### config.mk
export PLATFORM = sky130hd
export DESIGN_NAME = serial_add_seq
export DESIGN_NICKNAME = d
export VERILOG_FILES = /design/src/rtl/serial_add_pkg.sv /design/src/rtl/serial_add_seq_shift_counter.sv /design/src/rtl/serial_add_seq.sv
export SDC_FILE = /design/constraint.sdc
export NUM_CORES = 1
export LEC_CHECK = 0
export ABC_AREA = 1
export BUFFER_PORTS_ARGS = -buffer_cell sky130_fd_sc_hd__buf_2
export CORE_ASPECT_RATIO = 1.2
export CORE_MARGIN = 3
export CORE_UTILIZATION = 50
export DETAILED_ROUTE_END_ITERATION = 12
export GPL_TIMING_DRIVEN = 0
export PLACE_DENSITY_LB_ADDON = 0.15
export SYNTH_ARGS = -nofsm -noshare
export SYNTH_HDL_FRONTEND = slang
export SYNTH_SLANG_ARGS = --single-unit
### constraint.sdc
create_clock -name clk -period 2.65 [get_ports clk]
set_input_delay 0.265 -clock clk [delete_from_list [all_inputs] [get_ports clk]]
set_output_delay 0.265 -clock clk [all_outputs]
set_load 0.01 [all_outputs]
### src/rtl/serial_add_pkg.sv
// serial_add_pkg: shared types and default sizing for the serial adder
// sequencer (serial_add_seq) and its shift counter.
//   state_t    : sequencer state, 2-bit encoding
//   WIDTH_DEF  : default operand/sum width (serial length of the adder)
//   CNT_W_DEF  : default shift-counter width (2**CNT_W_DEF > WIDTH_DEF)
package serial_add_pkg;

    localparam int WIDTH_DEF = 8;
    localparam int CNT_W_DEF = 6;

    typedef enum logic [1:0] {
        IDLE  = 2'd0,
        LOAD  = 2'd1,
        SHIFT = 2'd2,
        DONE  = 2'd3
    } state_t;

endpackage

### src/rtl/serial_add_seq_shift_counter.sv
// shift_counter: counts serial shift cycles for the adder sequencer.
// Ports:
//   clk  : clock, rising edge
//   rst  : synchronous active-low reset (count -> 0)
//   clr  : synchronous clear (count -> 0), wins over en
//   en   : increment enable
//   tc   : terminal count, high while count == WIDTH-1
module shift_counter
    import serial_add_pkg::*;
#(
    parameter int CNT_W = CNT_W_DEF,
    parameter int WIDTH = WIDTH_DEF
) (
    input  logic clk,
    input  logic rst,
    input  logic clr,
    input  logic en,
    output logic tc
);

    logic [CNT_W-1:0] count;

    always_ff @(posedge clk) begin
        if (!rst) begin
            count <= '0;
        end else if (clr) begin
            count <= '0;
        end else if (en) begin
            count <= count + CNT_W'(1);
        end
    end

    assign tc = (count == CNT_W'(WIDTH - 1));

endmodule

### src/rtl/serial_add_seq.sv
// serial_add_seq: sequencer in front of a WIDTH-bit bit-serial adder.
// Takes one operand pair over in_valid/in_ready, pulses adder_load for one
// cycle, waits WIDTH shift cycles, captures the adder's parallel sum and
// carry-out, and offers them over out_valid/out_ready. One add in flight.
// Ports:
//   clk, rst                     : clock; synchronous active-low reset
//   in_valid/in_ready            : operand handshake
//   in_a, in_b, in_cin           : operands and carry-in
//   adder_load                   : one-cycle load strobe to the adder
//   adder_a, adder_b, adder_cin  : registered operands to the adder
//   adder_sum, adder_cout        : parallel result from the adder
//   out_valid/out_ready          : result handshake
//   out_sum, out_cout            : captured result
//   out_ovf                      : signed overflow (only with SERIAL_ADD_OVF_EN)
//   busy                         : high whenever not IDLE
// Build option: define SERIAL_ADD_OVF_EN to add the out_ovf port and logic.
module serial_add_seq
    import serial_add_pkg::*;
#(
    parameter int WIDTH = WIDTH_DEF,
    parameter int CNT_W = CNT_W_DEF
) (
    input  logic             clk,
    input  logic             rst,
    input  logic             in_valid,
    output logic             in_ready,
    input  logic [WIDTH-1:0] in_a,
    input  logic [WIDTH-1:0] in_b,
    input  logic             in_cin,
    output logic             adder_load,
    output logic [WIDTH-1:0] adder_a,
    output logic [WIDTH-1:0] adder_b,
    output logic             adder_cin,
    input  logic [WIDTH-1:0] adder_sum,
    input  logic             adder_cout,
    output logic             out_valid,
    input  logic             out_ready,
    output logic [WIDTH-1:0] out_sum,
    output logic             out_cout,
`ifdef SERIAL_ADD_OVF_EN
    output logic             out_ovf,
`endif
    output logic             busy
);

    state_t state;
    state_t next_state;
    logic   tc;
    logic   accept;
    logic   capture;

    assign accept  = (state == IDLE) && in_valid;
    // Last shift cycle: the adder's parallel output is complete at this edge.
    assign capture = (state == SHIFT) && tc;

    shift_counter #(
        .CNT_W (CNT_W),
        .WIDTH (WIDTH)
    ) u_cnt (
        .clk (clk),
        .rst (rst),
        .clr (state == LOAD),
        .en  (state == SHIFT),
        .tc  (tc)
    );

    always_ff @(posedge clk) begin
        if (!rst) begin
            state     <= IDLE;
            adder_a   <= '0;
            adder_b   <= '0;
            adder_cin <= 1'b0;
            out_sum   <= '0;
            out_cout  <= 1'b0;
`ifdef SERIAL_ADD_OVF_EN
            out_ovf   <= 1'b0;
`endif
        end else begin
            state <= next_state;
            if (accept) begin
                adder_a   <= in_a;
                adder_b   <= in_b;
                adder_cin <= in_cin;
            end
            if (capture) begin
                out_sum  <= adder_sum;
                out_cout <= adder_cout;
`ifdef SERIAL_ADD_OVF_EN
                out_ovf  <= (adder_a[WIDTH-1] == adder_b[WIDTH-1]) &&
                            (adder_sum[WIDTH-1] != adder_a[WIDTH-1]);
`endif
            end
        end
    end

    always_comb begin
        next_state = state;
        unique case (state)
            IDLE:  if (in_valid)  next_state = LOAD;
            LOAD:                 next_state = SHIFT;
            SHIFT: if (tc)        next_state = DONE;
            DONE:  if (out_ready) next_state = IDLE;
            default:              next_state = IDLE;
        endcase
    end

    // All handshake outputs decode straight from the registered state, so
    // in_ready only returns the cycle after the result handshake.
    assign in_ready   = (state == IDLE);
    assign adder_load = (state == LOAD);
    assign out_valid  = (state == DONE);
    assign busy       = (state != IDLE);

endmodule

# Word level (Yosys, flattened, before mapping)
# Cells that the tools add are included.
# op_classes
add_sub_neg	1
multipliers	0
div_mod_pow	0
magnitude_cmp	0
n_eq_ne	7
shifts	0
mux	4
bitwise_logic	1
n_reduce_logical	6
# ops
operator	count
$pmux W2 S4	1
$add A6 B1 Y6 const B	1
$eq A6 B3 Y1 const B	1
$mux W2	3
$eq A2 B2 Y1 const B	2
$ne A2 B2 Y1 const B	2
$reduce_and A3 Y1	1
$eq A2 B1 Y1 const B	1
$logic_and A1 B1 Y1	2
$logic_not A2 Y1	1
$ne A2 B1 Y1 const B	1
$reduce_bool A2 Y1	1
$reduce_or A2 Y1	1
$not A1 Y1	1
# word_totals
register_bits	34
latch_bits	0
ramBits	0
rom_bits	0
input_bits	30
out_inout_bits	30
wordCells	26
mem_count	0

# Longest topological paths before layout
# Gate-level depths: netlist of the first run.
# logic_depth
depth_word	3
depth_mapped	9
depth_no_buf	9

# Modules after synthesis
# From an unflattened synthesis of the first run, not the netlist that was laid out.
# unflattened
hier_cells	176
area_unflattened_um2	1366.3
# by_module_without_submodules
module	n_inst	cells_per_inst	area_each_um2
serial_add_seq	1	139	1099.8
shift_counter	1	37	266.5

# Worst setup path after synthesis of the first run
# Ideal clock, no wire load.
# synth_timing
path_type	register to register
startpoint	reg state[0]
endpoint	reg adder_a[7]
setup_ns	0.116
arrival_time_ns	1.229
required_time_ns	2.534
setup_slack_ns	1.305
path_stages_with_launch	8
n_path_buf	1
synth_period_minus_slack_ns	1.345
cell_sequence	dfxtp_1 > inv_1 > ha_1 > nand2_1 > inv_2 > buf_4 > nor2_1 > nor2_1
# synth_between
elab_chain_len	2
# synth_rtl
element	line_no	source
start: declaration	serial_add_seq.sv:46	state_t state;
start signal: assignment	serial_add_seq.sv:79	state <= next_state;
$logic_not A2 Y1	n/a	
net in_ready	serial_add_seq.sv:26	output logic in_ready,
$logic_and A1 B1 Y1	serial_add_seq.sv:52	assign accept = (state == IDLE) && in_valid;
end signal: assignment	serial_add_seq.sv:81	adder_a <= in_a;
end: declaration	serial_add_seq.sv:31	output logic [WIDTH-1:0] adder_a,
# The timed path passes the listed nets, and every way through them passes these cells.
# A chain may end at the register's enable or synchronous reset.

# Worst setup path after layout of the first run
# layout_timing
startpoint	reg state[1]
endpoint	reg adder_b[6]
# layout_between
elab_chain_len	2
# layout_rtl
element	line_no	source
$logic_not A2 Y1	serial_add_seq.sv:52	
$logic_and A1 B1 Y1	serial_add_seq.sv:52	
end signal: assignment	serial_add_seq.sv:82	adder_b <= in_b;
end: declaration	serial_add_seq.sv:32	output logic [WIDTH-1:0] adder_b,
# Every way passes these cells.

==> out/qor.csv, run 1 <==
metric;value;unit
status;completed;
overflow;0;
pin_count;60;
worst-endpoint-arrival;1830;ps
drtPass1Iterations;4;
fmax;0.644;GHz
stdcell_count;281;
clock_latency;330;ps
routed.top_layer;met4;
vias;1313;
yosys.area_share.xor_xnor;0;%
wl_per_cell;9.73;µm
num_rows;20;
rsz0062_at_grt;no;
cts_buffers;5;
hold_viol;0;
die_x;54.6;µm
min_path_type;in -> reg;
r2r-start;state[1];
numPortBuffers;58;
crit_path_end_kind;flip-flop;
synth_compound_area_share;11.3;%
synth.area.mux_share;0;%
synth_top_family_by_area;simple AND/OR/NAND/NOR gates;
root_buffer;clkbuf_4;
worstPathRequired;2930;ps
synth_seq_cells;34;
maxSlewHeadroom;77.0;%
wirelength;2740;µm
synth_warnings;0;
syn_inst;182;
synthSimpleGateAreaFrac;27.4;%
worstPathMaxFanout;10;
syn_nets;218;
die_area;0.00352;mm²
reg2reg_depth;6;
dp_hpwl;2140;µm
viasPerCell;4.67;
fin_hold_ws;176;ps
met2WireLength;1330;µm
synth.area.top_cells;dfxtp_1, nor2_1, o21ai_0, ha_1, inv_1;
avgSynthCellArea;7.80;µm²
finClkSkew;8.02;ps
start_util;54.0;%
leakagePower;0.883;nW
holdPathStages;3;
cap_violations;0;
cts-resized-gates;0;
timing.final.crit_share;58.6;%
endpoint;adder_b[6];
clockBufferDepth;2;
coreArea;0.00263;mm²
nets;283;
worst_slew_pin_slew;344;ps
synthDistinctLibCells;20;
clock-sinks;34;
crit_path_start_kind;flip-flop;
syn_area;0.00142;mm²
final_max_slew_viol_count;0;
postCtsSetupBuffers;0;
layout-drive-gt1-share;32.7;%
cts_hold_buf;0;
h-tree-depth;2;
fin_crit;1550;ps
drcViolationCount;0;
syn2layout_area_growth;27.9;%
fin_tns_setup;0;ps
clk_pin_slew_worst_paths;110;ps
r2r-end;adder_b[6];
die_y;64.4;µm
peakVddDrop;0.579;mV
setup_viol;0;
antenna_cells;0;
track_usage;17.4;%
gp_congestion;0.711;
synth_top_area_share;48.0;%
postLayoutCoreUtil;69.0;%
yosysSeqAreaShare;48.0;%
wl_met1;1120;µm
ff2ff_setup_slack;1100;ps
tritoncts;yes;
dp_cells;273;
post-synth-top-area-cell;dfxtp_1;
crit_type;reg -> reg;
drt_iter0_drc;22;
antenna_found_initial;0;
critPathLaunch;state[1];
antenna_left;0;
yosys.area_share.adder;5.29;%
grt_max_degree;12;
power_density;784;mW/mm²
grt_pass1_vias;1173;
wl_met3;236;µm
grt_pass1_wl;4630;µm
flip-flops by register name, summed over array words and instances, names as in the netlist:
register,count
adder_b,8
state,2
adder_cin,1
out_sum,8
out_cout,1
u_cnt.count,6
adder_a,8
per-layer routing:
metal	up-vias	track usage, %
met5	-	0
met4	0	4.67
met3	7	7.23
met2	39	28.4
met1	561	20.3
li1	706	-
logic make-up (layout without fill, tap and decap cells):
logic type,count (synthesis),after routing
simple gates,86,86
flops,34,34
compound gates,32,32
buf+inv,24,90
fa+ha+maj,6,6
worst min-delay path by stage:
stage	slack [ps]	end	from
after floorplan	430	out_cout	adder_cout
final	180	adder_b[3]	in_b[3]
after detailed placement	470	out_sum[7]	out_sum[7]
after global routing	170	adder_a[2]	in_a[2]
after global placement	460	adder_a[1]	adder_a[1]
after CTS	170	adder_b[3]	in_b[3]
Yosys cell counts:
master and number:
ha_1 6, buf_6 1, buf_4 3, nor2_1 57, o21ai_0 27, or2_0 1, dfxtp_1 34, buf_1 1
nor3b_2 1, clkinv_4 1, nor2_2 2, nor3_2 4, inv_1 14, nor3_1 2, inv_2 2, clkbuf_1 2
nand3_1 4, nand4_4 1, a21oi_1 5, nand2_1 14
worst max-delay path: stages (launching register included):
cell and delay, ps:
dfxtp_1 400, inv_1 100, ha_1 230, nand2_1 230, clkbuf_1 320, o21ai_0 140
nor2_1 100
stage by stage:
| step | instance area, µm² | total power, mW | setup WS [ps] |
|---|---|---|---|
| 6_report | 1810 | 1.42 | 1100 |
| 5_1_grt | 1810 | 1.55 | 854 |
| 4_1_cts | 1810 | 1.44 | 1090 |
| 3_5_place_dp | 1750 | 1.15 | 1110 |
| 3_3_place_gp | 1750 | 1.14 | 1090 |
| 2_1_floorplan | 1420 | 0.981 | 1300 |
layout make-up:
class / instances / area [µm²]
Timing Repair Buffer: 58 / 290
Tap cell: 33 / 41.3
Fill cell: 245 / 813
Inverter: 17 / 68.8
Clock buffer: 6 / 51.3
Multi-Input combinational cell: 124 / 624
Sequential cell: 34 / 681
Buffer: 7 / 45.0
Clock inverter: 2 / 12.5
report_power, final:
group	leakage [nW]	switching, mW	internal [mW]
Clock	0.0343	0.169	0.127
Sequential	0.278	0.0481	0.600
Combinational	0.571	0.279	0.198
Total	0.883	0.496	0.926
layout by cell type, fill, tap and decap left out, types with 2 or more instances in the layout:
cell type  netlist  routed
o21ai_0         27      27
buf_4            3       3
clkbuf_4         0       5
nor2_1          57      57
clkbuf_1         2       2
nand2_1         14      14
nor3_2           4       4
inv_2            2       2
ha_1             6       6
buf_2            0      58
a21oi_1          5       5
nor3_1           2       2
nor2_2           2       2
dfxtp_1         34      34
inv_1           14      14
nand3_1          4       4
No activity file was read; power rests on OpenSTA's default activity.
==> run 2: changes to the inputs <==
--- a/config.mk
+++ b/config.mk
@@ -9,7 +9,7 @@
 export BUFFER_PORTS_ARGS = -buffer_cell sky130_fd_sc_hd__buf_2
 export CORE_ASPECT_RATIO = 1.2
 export CORE_MARGIN = 3
-export CORE_UTILIZATION = 50
+export CORE_UTILIZATION = 46
 export DETAILED_ROUTE_END_ITERATION = 12
 export GPL_TIMING_DRIVEN = 0
 export PLACE_DENSITY_LB_ADDON = 0.15
==> constraint.sdc (replaced) <==
create_clock -name clk -period 1.56 [get_ports clk]
set_input_delay 0.156 -clock clk [delete_from_list [all_inputs] [get_ports clk]]
set_output_delay 0.156 -clock clk [all_outputs]
set_load 0.01 [all_outputs]
==> run 2 against run 1 <==
  * Clock power rose to 2.8 times the previous value
  * Maximum frequency is 12% higher
  * Non-clock buffer count is the same
  * Critical endpoint is now adder_b[3]
==> out/qor.csv, run 2 (synthesized netlist as in run 1, its figures left out) <==
metric;value;unit;change
overflow;0;;unchanged
fin_crit;1390;ps;-167 ps
coreArea;0.00286;mm²;+9.0%
die_x;56.7;µm;+3.8%
final_cell_mix;buf_2, nor2_1, dfxtp_1;;
grt_pass1_vias;1234;;+5.2%
critPathMaxStageDelay;390;ps;about the same
vias;1299;;-1.1%
worstPathMaxFanout;10;;unchanged
track_usage;16.7;%;-0.71 points
seq_power_share;40.0;%;-5.6 points
cts_buffers;5;;unchanged
pwr-share-clk;30.3;%;+9.5 points
crit_path_start_kind;flip-flop;;
peakVddDrop;1.03;mV;+77%
antenna_cells;0;;unchanged
rsz0062_at_grt;no;;
worst-endpoint-arrival;1620;ps;-210 ps
path_cells;inv_1, ha_1, nand2_2, inv_2, buf_4, nor2_1, nor2_1;;
min_path_type;in -> reg;;
finalPower;2.75;mW;+94%
start_util;49.5;%;-4.5 points
grt_max_degree;12;;unchanged
hold_viol;0;;unchanged
crit_path_end_kind;flip-flop;;
worstPathRequired;1790;ps;-1140 ps
crit_type;reg -> reg;;
top_regs;adder_a (8), adder_b (8), out_sum (8);;
dp_hpwl;2150;µm;+0.74%
leakagePower;0.910;nW;+3.1%
setup_viol;0;;unchanged
antenna_found_initial;0;;unchanged
num_rows;21;;+5.0%
maxSlewHeadroom;77.4;%;+0.33 points
layout-drive-gt1-share;33.5;%;+0.81 points
finalWorstSetupSlack;174;ps;-923 ps
root_buffer;clkbuf_4;;
die_y;66.8;µm;+3.9%
gp_congestion;0.709;;-0.25%
h-tree-depth;2;;unchanged
cts_hold_buf;0;;unchanged
worst_slew_pin_slew;339;ps;-4.89 ps
cap_violations;0;;unchanged
tritoncts;yes;;
post-route-cell-area;0.00187;mm²;+2.9%
wirelength;2840;µm;+3.7%
grt_pass1_wl;4880;µm;+5.4%
final_max_slew_viol_count;0;;unchanged
fin_tns_setup;0;ps;unchanged
clk_pin_slew_worst_paths;110;ps;about the same
drtPass1Iterations;4;;unchanged
syn2layout_area_growth;31.6;%;
antenna_left;0;;unchanged
place_area;0.00175;mm²;about the same
crit_slowest_cell;dfxtp_1;;
fill_cells;276;;+13%
drt_iter0_drc;50;;+130%
clock-sinks;34;;unchanged
viasPerCell;4.61;;-1.4%
switchingPower;851;µW;+72%
status;completed;;
fmax;0.722;GHz;+12%
clock_latency;330;ps;about the same
wl_per_cell;10.1;µm;+3.3%
nets;283;;unchanged
p_int;1.90;mW;+110%
timing.final.crit_share;88.8;%;+30 points
postLayoutCoreUtil;65.2;%;-3.9 points
numPortBuffers;58;;unchanged
pre_cts_ws;-7.87;ps;-1110 ps
comb_power_share;29.7;%;-3.9 points
finClkSkew;9.53;ps;+1.51 ps
path_common_cell;nor2_1;;
clockBufferDepth;2;;unchanged
layout_commonest_cell;buf_2;;
pin_count;60;;unchanged
postCtsSetupBuffers;0;;unchanged
power_density;1480;mW/mm²;+88%
sw_frac_of_total;30.9;%;-4.0 points
die_area;0.00379;mm²;+7.8%
drcViolationCount;0;;unchanged
[run 2: cell types whose count changed in the layout (fill, tap and decap cells not counted)]
cell / change
nand2_1: -1
bufinv_16: +2
nand2_2: +1
clkbuf_2: +1
clkinv_2: -1
clkinvlp_4: -1
clkbuf_1: -1
[run 2: cell type report]
type | instances | area, µm² | area share, %
Sequential cell | 34 | 681 | 36.5
Clock inverter | 2 | 60.1 | 3.22
Clock buffer | 6 | 51.3 | 2.75
Buffer | 7 | 46.3 | 2.48
Inverter | 17 | 68.8 | 3.69
Timing Repair Buffer | 58 | 290 | 15.5
Tap cell | 34 | 42.5 | 2.28
Multi-Input combinational cell | 124 | 627 | 33.6
[run 2: final timing paths]
path                     start          to  slack [ps]  cells after the start
hold / removal    adder_sum[6]  out_sum[6]          60                      3
setup / recovery      state[1]  adder_b[3]         170                      7
setup reg to reg      state[1]  adder_b[3]         170                      7
hold reg to reg       out_cout    out_cout         480                      2
[run 2: metrics by stage]
stage               instances  hold WS (ps)
floorplan                 182           320
global placement          274           404
detailed placement        274           413
CTS                       282          49.2
global route              282          59.5
finish                    282          64.5
[run 2: power by group through the flow]
| stage | clock network [mW] | registers [mW] | logic (mW) |
|---|---|---|---|
| 4_1_cts | 0.855 | 1.10 | 0.829 |
| 3_5_place_dp | 0 | 1.12 | 0.825 |
| 6_report | 0.835 | 1.10 | 0.818 |
| 3_3_place_gp | 0 | 1.12 | 0.817 |
| 5_1_grt | 0.889 | 1.12 | 0.948 |
| 2_1_floorplan | 0 | 1.18 | 0.490 |
[run 2: what timing repair did]
item / CTS / global route
setup endpoints to repair: 6 / 10
gates resized for setup: 1 / 1
hold endpoints to repair: 0 / 0
gates cloned: 0 / 0
[run 2: critical path, delay by kind of cell, from the launching register on]
kind / cells / cell delay [ps]
buf+inv: 3 / 370
simple gates: 3 / 290
fa+ha+maj: 1 / 240
flops: 1 / 390
[run 2: metal layers]
metal | GRT usage, % | vias up | wire length (µm)
li1 | - | 704 | -
met1 | 17.4 | 550 | 1200
met2 | 29.9 | 39 | 1360
met3 | 6.20 | 6 | 230
met4 | 7.12 | 0 | 47
met5 | 0 | - | 0
